File: src/rtl/boid_plotter.sv
// boid_plotter
//   Erases each boid's previous 2x2 sprite and draws it at its new position
//   in an external frame buffer, one pixel write per cycle.
//   Every accepted position takes a fixed 10-cycle slot:
//     1 IDLE (accept), 4 ERASE, 4 DRAW, 1 DONE.
//
// Ports
//   clk, reset      : clock; asynchronous active-high reset
//   in_valid/ready  : position handshake (in_ready high only when idle)
//   boid_id         : boid index; ids >= NUM_BOIDS produce no writes
//   x_in, y_in      : signed fixed point, 16 fractional bits
//   m10k_waddr/wdata/we : registered frame-buffer write port
//   done            : one-cycle pulse in the last cycle of each slot
module boid_plotter #(
  parameter int          NUM_BOIDS = 2,
  parameter int          H_RES     = 640,
  parameter int          V_RES     = 480,
  parameter logic [7:0]  FG_COLOR  = 8'hFF,
  parameter logic [7:0]  BG_COLOR  = 8'h00
) (
  input  logic                         clk,
  input  logic                         reset,
  input  logic                         in_valid,
  output logic                         in_ready,
  input  logic [$clog2(NUM_BOIDS):0]   boid_id,
  input  logic [27:0]                  x_in,
  input  logic [26:0]                  y_in,
  output logic [18:0]                  m10k_waddr,
  output logic [7:0]                   m10k_wdata,
  output logic                         m10k_we,
  output logic                         done
);

  localparam int IDW = $clog2(NUM_BOIDS) + 1;
  localparam int TW  = (NUM_BOIDS > 1) ? $clog2(NUM_BOIDS) : 1;
  localparam logic [IDW-1:0] NB = IDW'(NUM_BOIDS);

  typedef enum logic [1:0] {IDLE, ERASE, DRAW, DONE} state_t;

  state_t          state_q, state_d;
  logic [1:0]      step_q, step_d;
  logic [IDW-1:0]  id_q, id_d;
  logic [11:0]     px_q, px_d;
  logic [10:0]     py_q, py_d;
  logic [18:0]     waddr_q, waddr_d;
  logic [7:0]      wdata_q, wdata_d;
  logic            we_q, we_d;
  logic            done_q, done_d;

  // Per-boid previous-position table
  logic [11:0]          old_px [NUM_BOIDS];
  logic [10:0]          old_py [NUM_BOIDS];
  logic [NUM_BOIDS-1:0] old_valid;

  logic            cur_id_ok, id_ok_d, write_phase, in_range;
  logic [TW-1:0]   rd_idx;
  logic [11:0]     base_x;
  logic [10:0]     base_y;
  logic [12:0]     sx;
  logic [11:0]     sy;

  assign cur_id_ok = (id_q < NB);

  always_comb begin
    state_d = state_q;
    step_d  = step_q;
    id_d    = id_q;
    px_d    = px_q;
    py_d    = py_q;
    unique case (state_q)
      IDLE: if (in_valid) begin
        state_d = ERASE;
        step_d  = 2'd0;
        id_d    = boid_id;
        px_d    = x_in[27:16];
        py_d    = y_in[26:16];
      end
      ERASE: begin
        step_d = step_q + 2'd1;
        if (step_q == 2'd3) state_d = DRAW;
      end
      DRAW: begin
        step_d = step_q + 2'd1;
        if (step_q == 2'd3) state_d = DONE;
      end
      default: state_d = IDLE;
    endcase

    // The write port is registered, so the pixel for the *next* cycle is
    // computed from next-state values; this lets the first ERASE strobe
    // appear in the cycle straight after the accepting edge.
    id_ok_d     = (id_d < NB);
    rd_idx      = id_ok_d ? id_d[TW-1:0] : '0;
    write_phase = (state_d == ERASE) || (state_d == DRAW);
    base_x      = (state_d == ERASE) ? old_px[rd_idx] : px_d;
    base_y      = (state_d == ERASE) ? old_py[rd_idx] : py_d;
    // step bit 0 = dx, bit 1 = dy: visits (0,0),(1,0),(0,1),(1,1)
    sx = {base_x[11], base_x} + {12'd0, step_d[0]};
    sy = {base_y[10], base_y} + {11'd0, step_d[1]};
    in_range = !sx[12] && ({1'b0, sx[11:0]} < 13'(H_RES)) &&
               !sy[11] && ({1'b0, sy[10:0]} < 12'(V_RES));

    we_d    = write_phase && in_range && id_ok_d &&
              ((state_d == DRAW) || old_valid[rd_idx]);
    waddr_d = write_phase ? (19'(sy[10:0]) * 19'(H_RES) + 19'(sx[11:0]))
                          : waddr_q;
    wdata_d = write_phase ? ((state_d == ERASE) ? BG_COLOR : FG_COLOR)
                          : wdata_q;
    done_d  = (state_d == DONE);
  end

  always_ff @(posedge clk or posedge reset) begin
    if (reset) begin
      state_q <= IDLE;
      step_q  <= 2'd0;
      id_q    <= '0;
      px_q    <= '0;
      py_q    <= '0;
      waddr_q <= '0;
      wdata_q <= '0;
      we_q    <= 1'b0;
      done_q  <= 1'b0;
    end else begin
      state_q <= state_d;
      step_q  <= step_d;
      id_q    <= id_d;
      px_q    <= px_d;
      py_q    <= py_d;
      waddr_q <= waddr_d;
      wdata_q <= wdata_d;
      we_q    <= we_d;
      done_q  <= done_d;
    end
  end

  // Table entries commit at the end of the DONE cycle, so an aborted plot
  // never leaves a half-updated entry behind.
  for (genvar gi = 0; gi < NUM_BOIDS; gi++) begin : g_tbl
    logic [11:0] opx_q;
    logic [10:0] opy_q;
    logic        ov_q;
    logic        upd;
    assign upd = (state_q == DONE) && cur_id_ok && (id_q == IDW'(gi));
    always_ff @(posedge clk or posedge reset) begin
      if (reset) begin
        opx_q <= '0;
        opy_q <= '0;
        ov_q  <= 1'b0;
      end else if (upd) begin
        opx_q <= px_q;
        opy_q <= py_q;
        ov_q  <= 1'b1;
      end
    end
    assign old_px[gi]    = opx_q;
    assign old_py[gi]    = opy_q;
    assign old_valid[gi] = ov_q;
  end

  assign in_ready   = (state_q == IDLE);
  assign m10k_waddr = waddr_q;
  assign m10k_wdata = wdata_q;
  assign m10k_we    = we_q;
  assign done       = done_q;

endmodule

File: config.mk
export PLATFORM = sky130hd
export DESIGN_NAME = boid_plotter
export DESIGN_NICKNAME = d
export VERILOG_FILES = /design/src/rtl/boid_plotter.sv
export SDC_FILE = /design/constraint.sdc
export NUM_CORES = 1
export LEC_CHECK = 0
export ABC_AREA = 1
export BUFFER_PORTS_ARGS = -buffer_cell sky130_fd_sc_hd__buf_2
export CAP_MARGIN = 20
export CORE_AREA = 5 5 129 131
export DETAILED_ROUTE_END_ITERATION = 16
export DIE_AREA = 0 0 134 136
export PLACE_DENSITY = 0.66
export SETUP_SLACK_MARGIN = 0.1
export SYNTH_ARGS = -nofsm -noshare
export SYNTH_HDL_FRONTEND = slang
export SYNTH_SLANG_ARGS = --single-unit
File: constraint.sdc
create_clock -name clk -period 7.1 [get_ports clk]
set_input_delay 0.355 -clock clk [delete_from_list [all_inputs] [get_ports clk]]
set_output_delay 0.355 -clock clk [all_outputs]
set_load 0.01 [all_outputs]
# Word-level counts from Yosys, hierarchy flattened
# Index checks and enable logic that the tools add are counted.
[word_totals]
register_bits = 106
inputBits = 60
wordCells = 75
[op_classes]
n_addsub = 4
n_mul = 1
n_lt_le_gt_ge = 6
eq_ne = 8
muxes = 24
n_bitwise = 1
n_reduce_logical = 16
[op_table]
columns = ["cell", "n"]
rows = [
  ["two-way mux 12 bit", 6],
  ["two-way mux 11 bit", 6],
  ["adder 19 x 12 -> 19 bit", 1],
  ["adder 12 x 2 -> 13 bit", 1],
  ["adder 11 x 2 -> 12 bit", 1],
  ["less-than comparator 12 x 10 -> 1 bit, second input constant", 1],
  ["multiplier 11 x 3 -> 12 bit, second input constant", 1],
  ["two-way mux 2 bit", 6],
  ["less-than comparator 11 x 9 -> 1 bit, second input constant", 1],
  ["== test 2 bit, second input constant", 5],
  ["logical AND 1 bit", 9],
  ["two-way mux 8 bit", 1],
  ["== test 2 x 1 -> 1 bit, second input constant", 3],
  ["one-hot mux 2 bit (3 select lines)", 1],
  ["zero test 2 bit", 2],
  ["less-than comparator 2 bit, second input constant", 2],
  ["one-hot mux 2 bit (2 select lines)", 1],
  ["two-way mux 1 bit", 3],
  ["adder 2 x 1 -> 2 bit, second input constant", 1],
  ["greater-or-equal comparator 2 bit, second input constant", 1],
  ["zero test 1 bit", 2],
  ["logical OR 1 bit", 2],
  ["less-than comparator 1 x 2 -> 1 bit, second input constant", 1],
  ["NOT 1 -> 2 bit", 1],
  ["OR reduction 2 bit", 1],
]

# Depth between registers and ports, before layout
[logic_depth]
depth_word = 17
mapped_depth = 37

# Worst setup path before layout
# No wires, ideal clock.
[synth_path]
path_kind = "flip-flop to flip-flop"
from = "register state_q[1]"
to = "register waddr_q[17] (netlist: m10k_waddr[17])"
t_arrival_ps = 5273
required_ps = 7017
path_slack_ps = 1744
stages_incl_launch_ff = 32
n_path_buf = 5
cell_sequence = "dfrtp_1 -> inv_1 -> ha_1 -> nand2_2 -> buf_6 -> inv_4 -> buf_6 -> a211oi_1 -> a311oi_1 -> ha_1 -> clkbuf_1 -> buf_2 -> clkbuf_1 -> o21ai_0 -> o22ai_1 -> ha_1 -> ha_1 -> nand2_1 -> nor2_2 -> nor2_1 -> ha_1 -> fa_1 -> ha_1 -> inv_1 -> nor2_1 -> o21ai_0 -> nor2_1 -> nand2_1 -> nor2_1 -> nand2_1 -> xor2_1 -> o21ai_0"
[synth_lines]
columns = ["item", "line_no", "rtl"]
rows = [
  ["start, declared", "40", "state_t state_q, state_d;"],
  ["start signal, assigned", "124", "state_q <= state_d;"],
  ["zero test 2 bit *", "--", ""],
  ["named net in_ready", "24", "output logic in_ready,"],
  ["one-hot mux 2 bit (3 select lines) *", "70", "unique case (state_q)"],
  ["named net state_d[0]", "40", ""],
  ["== test 2 x 1 -> 1 bit", "94, 95, 96", ""],
  ["two-way mux 11 bit", "96", "base_y = (state_d == ERASE) ? old_py[rd_idx] : py_d;"],
  ["adder 11 x 2 -> 12 bit", "99", "sy = {base_y[10], base_y} + {11'd0, step_d[1]};"],
  ["multiplier 11 x 3 -> 12 bit", "105", "waddr_d = write_phase ? (19'(sy[10:0]) * 19'(H_RES) + 19'(sx[11:0]))"],
  ["adder 19 x 12 -> 19 bit", "105", ""],
  ["end signal, assigned", "129", "waddr_q <= waddr_d;"],
  ["end, declared", "45", "logic [18:0] waddr_q, waddr_d;"],
]
# The timed path passes the listed nets; every way through them passes the cells marked *. The select of a mux whose other input is x is not followed.
# A chain may end at the register's enable or synchronous reset.

# Final worst setup path
[layout_path]
from = "register state_q[1]"
to = "register waddr_q[17] (netlist: m10k_waddr[17])"
[layout_lines]
columns = ["item", "line_no"]
rows = [
  ["== test 2 bit (tied with other cells)", "70"],
  ["one-hot mux 2 bit (3 select lines) *", "70"],
  ["named net state_d[0]", "40"],
  ["== test 2 x 1 -> 1 bit", "94, 95, 96"],
  ["two-way mux 11 bit", "96"],
  ["adder 11 x 2 -> 12 bit", "99"],
  ["multiplier 11 x 3 -> 12 bit", "105"],
  ["adder 19 x 12 -> 19 bit", "105"],
]
# Marked as above.

==> metrics.md <==
| Metric | Value |
|---|---|
| Max_cap viols | 0 |
| Crit-path slowest cell | a311oi_1 |
| Ys Warns | 0 |
| Seq/Total Area, Yosys | 41.31% |
| Crit path top cell by count | ha_1 |
| GRT Total Usage | 15.91% |
| Diode count | 0 |
| Final TNS setup | 0 ns |
| Number of synthesized register bits | 99 |
| DR vias | 4,855 |
| Cell Rows | 46 |
| Async SR Flop Fraction | 100.0% |
| Avg Cell Area, Syn | 7.669 um2 |
| Nets | 916 |
| Primary FF master, synth | dfrtp_1 |
| Vias in the first global route | 4,750 |
| DRC | 0 |
| Routability cong. | ~0.83 |
| H-tree levels | 3 |
| Worst-margin pin slew | 0.8184 ns |
| Vias/cell | 4.774 |
| Clock skew | 0.01080 ns |
| Routed Antenna Nets | 0 |
| I/O pin count | 90 |
| Setup bufs post-CTS | 0 |
| Gr ovfl total | 0 |
| Cts bufs inserted | 9 |
| CP endpoint kind | flip-flop |
| Worst EP required | 7.28 ns |
| Post-synthesis cell area | 5997 um2 |
| Wirelength per Cell | ~13 um |
| Non-Filler Instances | 1,017 |
| Initial Utilization | 38.73% |
| Outcome | completed |
| First-pass GRT wire length | 23.12 mm |
| Syn Inst Count | 782 |
| Initial antenna violation count | 0 |
| Worst Setup Path Type | reg2reg |
| CTS resizes | 0 |
| Startpoint types | flip-flop |
| Die X | 134 um |
| EDFF count, synth | 0 |
| Hold Path Class | in2async |
| Post-CTS Hold Buffers | 0 |
| Area grow syn2layout | 10.91% |
| Tcrit/Tclk final | 81.24% |
| Placed cell count | about 1,000 |
| CTS root buf | clkbuf_16 |
| Worst-skew pair later-pin latency | 0.35 ns |
| Crit path max fanout | 21 |
| Final WL | 13.60 mm |
| Reg-to-reg endpoint | m10k_waddr[17] |
| Die height | around 140 um |
| RSZ-0062 raised after global routing | no |
| Die ar. | 18,220 um2 |
| CTS sink count | 99 |
| Cell variety after synth | 43 |
| DRT iter0 DRCs | 257 |
| DP HPWL | roughly 9.8 mm |
| Max incr delay on CP | 0.48 ns |
| Reg2Reg Launch Point | state_q[1] |
| Port Buf Inserts | between 50 and 60 |
| Fin crit period | 5.768 ns |
| Worst-path clk slew | 0.07 ns |
| Layout cells sized above 1 | 14.67% |
| Slew Limit Fails | 0 |
| Fin. Hold Viols | 0 |
| R2R setup slack | between 1 and 1.5 ns |
| Max transition margin | 45.44% |
| Maximum root-to-sink buffer count | 2 |
| FMAX | 173.4 MHz |
| Pin count of the biggest net entering global routing | 59 |
| Worst EP arrival | 5.95 ns |
| Worst reg2reg path depth | 27 |
| DRT Pass-1 Iters | 4 |
| Mapped Nets | 877 |
| Core area | roughly 15,000 um2 |
| Setup violators final | 0 |
| CTS tree | yes |
flip-flops by register name, indices dropped and copies added, names as in the netlist:
register / cells
m10k_wdata: 1
step_q: 2
g_tbl.opy_q: 22
m10k_waddr: 19
g_tbl.ov_q: 2
px_q: 12
g_tbl.opx_q: 24
m10k_we: 1
done: 1
state_q: 2
py_q: 11
id_q: 2
logic make-up (layout without fill, tap and decap cells):
| logic type | Yosys count | in the layout | synth area share (%) |
|---|---|---|---|
| adders and majority gates | 35 | 35 | 7.553 |
| AOI/OAI and AO/OA | 126 | 126 | 11.50 |
| xor gates and xnor gates | 13 | 13 | 2.024 |
| DFF | 99 | 99 | 41.31 |
| buffers and inverters | 160 | 203 | 11.50 |
| and+or+nand+nor | 349 | 349 | 26.12 |
how the worst max path moves through the flow:
stage	slack, ns	endpoint	depth (start not counted)	startpoint
2_1_floorplan	1.74	m10k_waddr[17]	31	state_q[1]
3_3_place_gp	1.42	m10k_waddr[17]	27	state_q[1]
3_5_place_dp	1.36	m10k_waddr[17]	28	state_q[1]
4_1_cts	1.28	m10k_waddr[17]	27	state_q[1]
5_1_grt	0.75	m10k_waddr[17]	27	state_q[1]
6_report	1.33	m10k_waddr[17]	27	state_q[1]
cell usage after synthesis, types with 6 or more instances:
cell type,instances,area (um2)
a21oi_1,9,45.04
nand2_2,8,50.05
buf_4,8,60.06
ha_1,33,412.9
inv_1,120,450.4
clkbuf_1,17,63.81
nand3_1,44,220.2
dfrtp_1,99,2477
xor2_1,12,105.1
nor2_2,8,50.05
buf_2,6,30.03
o21ai_0,92,460.4
nor2_1,30,112.6
nand2_1,228,855.8
stage by stage:
| stage | util, % | setup slack [ns] | cell area (um2) | hold WS [ns] |
|---|---|---|---|---|
| after floorplan | - | 1.744 | 5997 | 0.4349 |
| after global placement | 41.08 | 1.418 | 6360 | 0.4348 |
| after detailed placement | 41.08 | 1.363 | 6360 | 0.4318 |
| after CTS | 42.96 | 1.277 | 6651 | 0.05269 |
| after global routing | 42.96 | 0.7459 | 6651 | 0.07147 |
| final | 42.96 | 1.332 | 6651 | 0.03594 |
layer usage:
metal / global-route usage [%] / vias to the layer above / share of wire, %
met3: 2.517 / 15 / 3.6
li1: - / 2535 / -
met2: 25.69 / 77 / 46
met4: 6.514 / 0 / 1.8
met5: 0 / - / 0
met1: 21.41 / 2228 / 49
layout by cell type, fill, tap and decap left out, types with 8 or more instances in the layout:
cell         n
a21oi_1      9
buf_2       57
buf_4        8
clkbuf_16    9
dfrtp_1     99
ha_1        33
inv_1      119
nand2_1    228
nand2_2      8
nand3_1     44
nor2_1      30
nor2_2       8
o21ai_0     92
xor2_1      12
worst max-delay path, delay by kind of cell (launching register included):
family | cells | cell delay, ns
adder cells (fa/ha/maj) | 7 | 2.21
buffers and inverters | 4 | 0.68
flip-flops | 1 | 0.41
AND/OR/NAND/NOR | 9 | 1.09
XOR/XNOR | 1 | 0.15
AO/OA/AOI/OAI | 6 | 1.04
area by class of cell:
cell class,count,area (um2)
well taps,192,240.2
repair buffers,65,345.3
flip-flops and latches,99,2477
inverters,123,466.7
fillers,1624,8831
multi-input cells,523,2830
clock inverters,5,62.56
clock buffers,10,229.0
Power is left out: the tool's default activity adds up to more than one toggle a clock period on the data nets, which glitch-free logic cannot reach.
